File: src/rtl/param_counter_aasd.sv
// ----------------------------------------------------------------------------
// param_counter_aasd
//   Up/down modulo-(MAX_VAL+1) counter with a built-in reset synchroniser
//   (asynchronous assert, synchronous deassert). The synchroniser output
//   asynchronously resets the counter flops and is also exported for
//   downstream blocks.
//
// Parameters
//   WIDTH        counter / DATA width in bits (>= 2)
//   MAX_VAL      terminal value; count range is 0..MAX_VAL
//   SYNC_STAGES  flops in the reset-deassert synchroniser (>= 2)
//   SATURATE     0: wrap at the limits, 1: hold at the limits
//
// Ports
//   CLOCK       in   rising-edge clock
//   RESET       in   asynchronous active-low reset
//   ENABLE      in   count enable, one step per enabled cycle
//   LOAD        in   synchronous load of DATA (clamped to MAX_VAL)
//   UP_DOWN     in   1: count up, 0: count down
//   DATA        in   load value
//   COUNT       out  registered count
//   TC          out  registered one-cycle terminal-count pulse
//   RST_SYNC_N  out  synchronised active-low reset
// ----------------------------------------------------------------------------
module param_counter_aasd #(
  parameter int WIDTH       = 8,
  parameter int MAX_VAL     = 255,
  parameter int SYNC_STAGES = 2,
  parameter int SATURATE    = 0
) (
  input  logic             CLOCK,
  input  logic             RESET,
  input  logic             ENABLE,
  input  logic             LOAD,
  input  logic             UP_DOWN,
  input  logic [WIDTH-1:0] DATA,
  output logic [WIDTH-1:0] COUNT,
  output logic             TC,
  output logic             RST_SYNC_N
);

  localparam logic [WIDTH-1:0] LP_MAX = WIDTH'(MAX_VAL);
  localparam logic [WIDTH-1:0] LP_MIN = '0;

  // --------------------------------------------------------------------------
  // Reset synchroniser: a 1 enters at stage 0 once RESET is released and
  // reaches the last stage after SYNC_STAGES rising edges.
  // --------------------------------------------------------------------------
  logic [SYNC_STAGES-1:0] r_sync;
  logic                   w_rst_sync_n;

  // NOTE: sequential state is updated with non-blocking assignments so every
  // flop samples the pre-edge values of its neighbours, as real hardware does.
  always_ff @(posedge CLOCK or negedge RESET) begin
    if (!RESET) begin
      r_sync <= '0;
    end else begin
      r_sync <= {r_sync[SYNC_STAGES-2:0], 1'b1};
    end
  end

  assign w_rst_sync_n = r_sync[SYNC_STAGES-1];
  assign RST_SYNC_N   = w_rst_sync_n;

  // --------------------------------------------------------------------------
  // Next-state logic. Limits are compared explicitly so that the full-range
  // case (MAX_VAL = 2**WIDTH-1) behaves the same as any other modulus.
  // --------------------------------------------------------------------------
  logic [WIDTH-1:0] r_count;
  logic             r_tc;
  logic [WIDTH-1:0] w_next_count;
  logic             w_next_tc;
  logic [WIDTH-1:0] w_load_val;
  logic             w_at_max;
  logic             w_at_min;

  assign w_load_val = (DATA > LP_MAX) ? LP_MAX : DATA;
  assign w_at_max   = (r_count == LP_MAX);
  assign w_at_min   = (r_count == LP_MIN);

  // NOTE: every output of this block gets a default first, so no path leaves
  // a signal unassigned and no latch is inferred.
  always_comb begin
    w_next_count = r_count;
    w_next_tc    = 1'b0;
    if (LOAD) begin
      w_next_count = w_load_val;
    end else if (ENABLE) begin
      if (UP_DOWN) begin
        if (w_at_max) begin
          w_next_tc = 1'b1;
          if (SATURATE == 0) begin
            w_next_count = LP_MIN;
          end
        end else begin
          w_next_count = r_count + 1'b1;
        end
      end else begin
        if (w_at_min) begin
          w_next_tc = 1'b1;
          if (SATURATE == 0) begin
            w_next_count = LP_MAX;
          end
        end else begin
          w_next_count = r_count - 1'b1;
        end
      end
    end
  end

  // NOTE: the counter is reset by the synchronised reset, not raw RESET, so
  // its release is aligned to CLOCK; assertion is still immediate because the
  // synchroniser clears asynchronously.
  always_ff @(posedge CLOCK or negedge w_rst_sync_n) begin
    if (!w_rst_sync_n) begin
      r_count <= '0;
      r_tc    <= 1'b0;
    end else begin
      r_count <= w_next_count;
      r_tc    <= w_next_tc;
    end
  end

  assign COUNT = r_count;
  assign TC    = r_tc;

endmodule

File: config.mk
export PLATFORM = sky130hd
export DESIGN_NAME = param_counter_aasd
export DESIGN_NICKNAME = d
export VERILOG_FILES = /design/src/rtl/param_counter_aasd.sv
export SDC_FILE = /design/constraint.sdc
export NUM_CORES = 1
export LEC_CHECK = 0
export ABC_AREA = 1
export CORE_UTILIZATION = 47
export CTS_CLUSTER_DIAMETER = 200
export DETAILED_ROUTE_END_ITERATION = 7
export PLACE_DENSITY = 0.77
export SYNTH_ARGS = -nofsm -noshare
export SYNTH_HDL_FRONTEND = slang
export SYNTH_SLANG_ARGS = --single-unit
File: constraint.sdc
create_clock -name CLOCK -period 0.8 [get_ports CLOCK]
set_input_delay 0.16 -clock CLOCK [delete_from_list [all_inputs] [get_ports CLOCK]]
set_output_delay 0.16 -clock CLOCK [all_outputs]
set_load 0.1 [all_outputs]
==> out/results.tsv, run 1 <==
stage	metric	value	unit
floorplan	die_w	45.4	um
floorplan	initial_core_util	0.508	
cts	cts_inserted_buffers	3	
placement	hpwlAfterDp	2520	um
synth	syn_warnings	0	
synth	synth-seq-cells	11	
floorplan	die-height	45.4	um
placement	placement.cell_area	1510	sq um
synth	synth-async-reset-ratio	1.00	
synth	syn_inst	143	
timing	worstEndpointType	register data pin	
synth	avgSynthCellArea	6.20	sq um
cts	cts_max_level	1	
cts	cts_root_buf	clkbuf_4	
placement	dp_cells	213	
cts	clock_buffer_depth	2	
synth	synth_cell_types	19	
synth	post_synth_edffs	0	
synth	postSynthNetCount	159	
global_route	largest_net_degree_at_the_start_of_global_routing	10	
synth	yosys_most_used_dff	dfrtp_1	
synth	synth_seq_area_share	0.310	
placement	port-buffer-count	22	
synth	synthesis.area	887	sq um
placement	finalWeightedCongestion	0.992	
cts	cts.sinks	11	
status	run.stop_error	[ERROR DPL-0038] Utilization greater than 100%, impossible to legalize	
floorplan	io_pins	23	
cts	cts-hold-fix-buffers	0	
status	run_status	aborted with a tool error	
status	stop_stage	global routing	
floorplan	num_rows	15	
timing	worst_endpoint	COUNT[7]$_DFFE_PN0P_/D	
## metrics by stage
stage / hold slack, ns / util / setup slack (ns) / TNS (ns)
3_5_place_dp: 0.268 / 0.867 / -0.732 / -7.34
4_1_cts: 0.0372 / 0.947 / -0.674 / -9.96
3_3_place_gp: 0.264 / 0.867 / -0.636 / -6.63
2_1_floorplan: -0.136 / - / -0.698 / -5.91
## synthesized netlist by cell type, types with 3 or more instances
cell | number | area (sq um)
nand2_1 | 47 | 176
a21oi_1 | 3 | 15.0
inv_1 | 11 | 41.3
inv_2 | 3 | 11.3
o21ai_0 | 9 | 45.0
nor2_1 | 22 | 82.6
xor2_1 | 3 | 26.3
ha_1 | 3 | 37.5
dfrtp_1 | 11 | 275
nor2_2 | 3 | 18.8
nand3_1 | 20 | 100
## logic make-up after synthesis
family	after synthesis	synth area share
and+or+nand+nor	95	0.457
xor gates and xnor gates	3	0.0296
DFF	11	0.310
adders and majority gates	3	0.0423
buffers and inverters	15	0.0649
AOI/OAI and AO/OA	15	0.0917
other	1	0.00423
## timing repair
item,4_1_cts
endpoints found under the setup margin,19
buffers inserted,7
resized for setup,15
pin swaps,3
==> run 2, diff against run 1 <==
--- a/config.mk
+++ b/config.mk
@@ -6,10 +6,10 @@
 export NUM_CORES = 1
 export LEC_CHECK = 0
 export ABC_AREA = 1
-export CORE_UTILIZATION = 47
-export CTS_CLUSTER_DIAMETER = 200
+export CORE_AREA = 2 2 63 65
 export DETAILED_ROUTE_END_ITERATION = 7
-export PLACE_DENSITY = 0.77
+export DIE_AREA = 0 0 65 67
+export PLACE_DENSITY_LB_ADDON = 0.15
 export SYNTH_ARGS = -nofsm -noshare
 export SYNTH_HDL_FRONTEND = slang
 export SYNTH_SLANG_ARGS = --single-unit
==> out/results.tsv, run 2 <==
stage	metric	value	unit
power_and_ir_drop	pwr_density_cell	1750	nW/um^2
timing	fin_skew	0.00349	ns
timing	finalMaxSlewViolations	0	
cts	clock_latency	0.23	ns
worst_setup_path	critPathSlowestCell	dfrtp_4	
cells_and_area	n_fill_cell	356	
route	dr.first_iter.drc_count	36	
cts	cts_max_level	1	
route	detail_route.wirelength	3170	um
floorplan	io_pins	23	
global_route	grt_antenna_before_repair	0	
worst_setup_path	timing_worst_setup_path_type	reg -> reg	
worst_setup_path	worstSetupStartpointType	register	
worst_setup_path	critical_path_arrival	1.61	ns
power_and_ir_drop	vdd_drop_max	0.000840	V
placement	dp_slack	-0.752	ns
cells_and_area	top_library_cells_by_usage_in_the_layout_fill_and_taps_aside	nand2_1, buf_4, nor2_1	
timing	hold_viol_final	0	
synth	leading_cell_type_by_number_of_instances_after_synthesis	nand2_1	
floorplan	num_rows	22	
cells_and_area	largest_reg_flops	8	
timing	max_clock_freq	694	MHz
synth	synth.top_cell.area_share	0.310	
cts	cts-hold-fix-buffers	0	
global_route	globalRouteTotalUtil	0.158	
cts	clock_buffer_depth	2	
timing	final_min_period	1.44	ns
synth	synth_cell_types	19	
placement	dp_cells	247	
cells_and_area	antenna_cells	0	
route	route.detailed.drc	0	
worst_setup_path	path_max_fanout	4	
cells_and_area	finalInstanceArea	1870	sq um
floorplan	die-height	67	um
synth	synthesis.area	887	sq um
cells_and_area	design.final.nets	227	
worst_setup_path	critical_path_cell_by_cell	inv_4 > ha_4 > inv_2 > nor2_4 > nand2_2 > o21ai_1 > nand3_1 > nand3_1 > nand2_1 > nand2_1	
floorplan	die_w	65	um
status	run_status	finished with violations	
cells_and_area	most_frequent_standard_cell_in_the_layout_excluding_fill_and_tap_cells	nand2_1	
route	via_count	1195	
power_and_ir_drop	total_leakage_power	0.858	nW
cts	cts_inserted_buffers	3	
synth	synth-seq-cells	11	
floorplan	initial_core_util	0.246	
route	drt_pre_antenna_iters	4	
synth	yosys_most_used_dff	dfrtp_1	
placement	hpwlAfterDp	2500	um
cts	clk_pin_slew	0.05	ns
worst_setup_path	timing.critical_path.slowest_cell_delay	0.51	ns
cts	cts_tree	yes	
timing	unrepaired_setup_endpoints_after_global_routing	yes	
synth	ys_top_cells_by_count	nand2_1, nor2_1, nand3_1	
cells_and_area	drive_gt1_frac	0.490	
synth	syn_warnings	0	
synth	post_synth_edffs	0	
global_route	grt_pass1_vias	1219	
run	maxCapViolCount	0	
timing	setup_slack	-0.641	ns
route	antenna_violating_nets_post_route	0	
cts	cts.sinks	11	
synth	synth-async-reset-ratio	1.00	
cells_and_area	area_delta_synth_final	111	%
timing	worst_hold_slack	0.0803	ns
synth	synth_top_cell_by_area	dfrtp_1	
global_route	grt_overflow_total	0	
global_route	grt_pass1_wl	5310	um
synth	avgSynthCellArea	6.20	sq um
route	vias_per_cell	4.63	
global_route	largest_net_degree_at_the_start_of_global_routing	10	
cts	cts_root_buf	clkbuf_8	
cells_and_area	fin_cells	258	
timing	period_share	1.80	
placement	port-buffer-count	22	
worst_setup_path	worstPathBufferInverterCount	2	
synth	postSynthNetCount	159	
synth	synth_seq_area_share	0.310	
worst_setup_path	timing.critical_path.required	0.97	ns
floorplan	design.die.area	4360	sq um
placement	finalWeightedCongestion	0.851	
synth	synth.area.top_cells	dfrtp_1, nand2_1, nand3_1, nor2_1, o21ai_0	
synth	syn_inst	143	
worst_setup_path	end_kind	register	
timing	setup_violations	19	
status	violations	setup timing	
floorplan	core-area	3610	sq um
route	wire_per_inst	12.3	um
min_path	hp-class	in -> async	
placement	placement.cell_area	1620	sq um
timing	final_layout_setup_total_negative_slack	-9.39	ns
worst_setup_path	crit_family	flip-flops	
## run 2: where the power goes
| group | internal [mW] | total [mW] | leakage (nW) | switching (mW) |
|---|---|---|---|---|
| sequential | 0.657 | 0.758 | 0.122 | 0.100 |
| combinational | 0.877 | 1.96 | 0.711 | 1.09 |
| clock | 0.342 | 0.549 | 0.0255 | 0.207 |
| total | 1.88 | 3.27 | 0.858 | 1.39 |
## run 2: final cells by class
class | count | area, sq um | area share
multi-input cells | 117 | 713 | 0.381
flip-flops and latches | 11 | 313 | 0.167
repair buffers | 64 | 681 | 0.363
clock buffers | 3 | 41.3 | 0.0220
inverters | 14 | 60.1 | 0.0321
well taps | 48 | 60.1 | 0.0321
clock inverters | 1 | 5.00 | 0.00267
## run 2: worst paths after layout
| check | start | endpoint | slack (ns) | cells after the start |
|---|---|---|---|---|
| min in group CLOCK | r_sync[0] | r_sync[1] | 0.35 | 0 |
| setup / recovery | COUNT[0] | COUNT[6] | -0.64 | 10 |
| hold reg to reg | r_sync[1] | COUNT[4] | 0.26 | 1 |
| setup reg to reg | COUNT[0] | COUNT[6] | -0.64 | 10 |
| hold / removal | RESET | r_sync[1] | 0.08 | 1 |
| max in group asynchronous | r_sync[1] | COUNT[6] | 0.37 | 1 |
## run 2: through the flow
step / utilization / total power, mW
floorplan: - / 1.66
global placement: 0.450 / 2.46
detailed placement: 0.450 / 2.47
CTS: 0.501 / 3.20
global route: 0.519 / 3.46
finish: 0.519 / 3.27
## run 2: what timing repair did
action / in CTS / in global routing
resized for setup: 30 / 17
pin swaps: 10 / 10
endpoints found under the setup margin: 19 / 19
cloned: 0 / 0
buffers inserted: 5 / 4
endpoints found under the hold margin: 0 / 0
## run 2: cell families after synthesis
family | count (synthesis) | share of synthesized area
compound gates | 15 | 0.0917
xor+xnor | 3 | 0.0296
fa+ha+maj | 3 | 0.0423
buf+inv | 15 | 0.0649
flops | 11 | 0.310
other cells | 1 | 0.00423
simple gates | 95 | 0.457
## run 2: worst register-to-register path, delay by kind of cell, from the launching register on
kind            cells  cell delay, ns
flops               1            0.51
compound gates      1            0.12
simple gates        6            0.44
fa+ha+maj           1            0.15
buf+inv             2            0.15
## run 2: per-layer routing
layer  global-route usage  share of wire
met4               0.0665          0.013
met2                0.277           0.53
met3               0.0270          0.049
met1                0.191           0.41
met5                    0              0
Note: power is estimated with default switching activity, not from simulation.
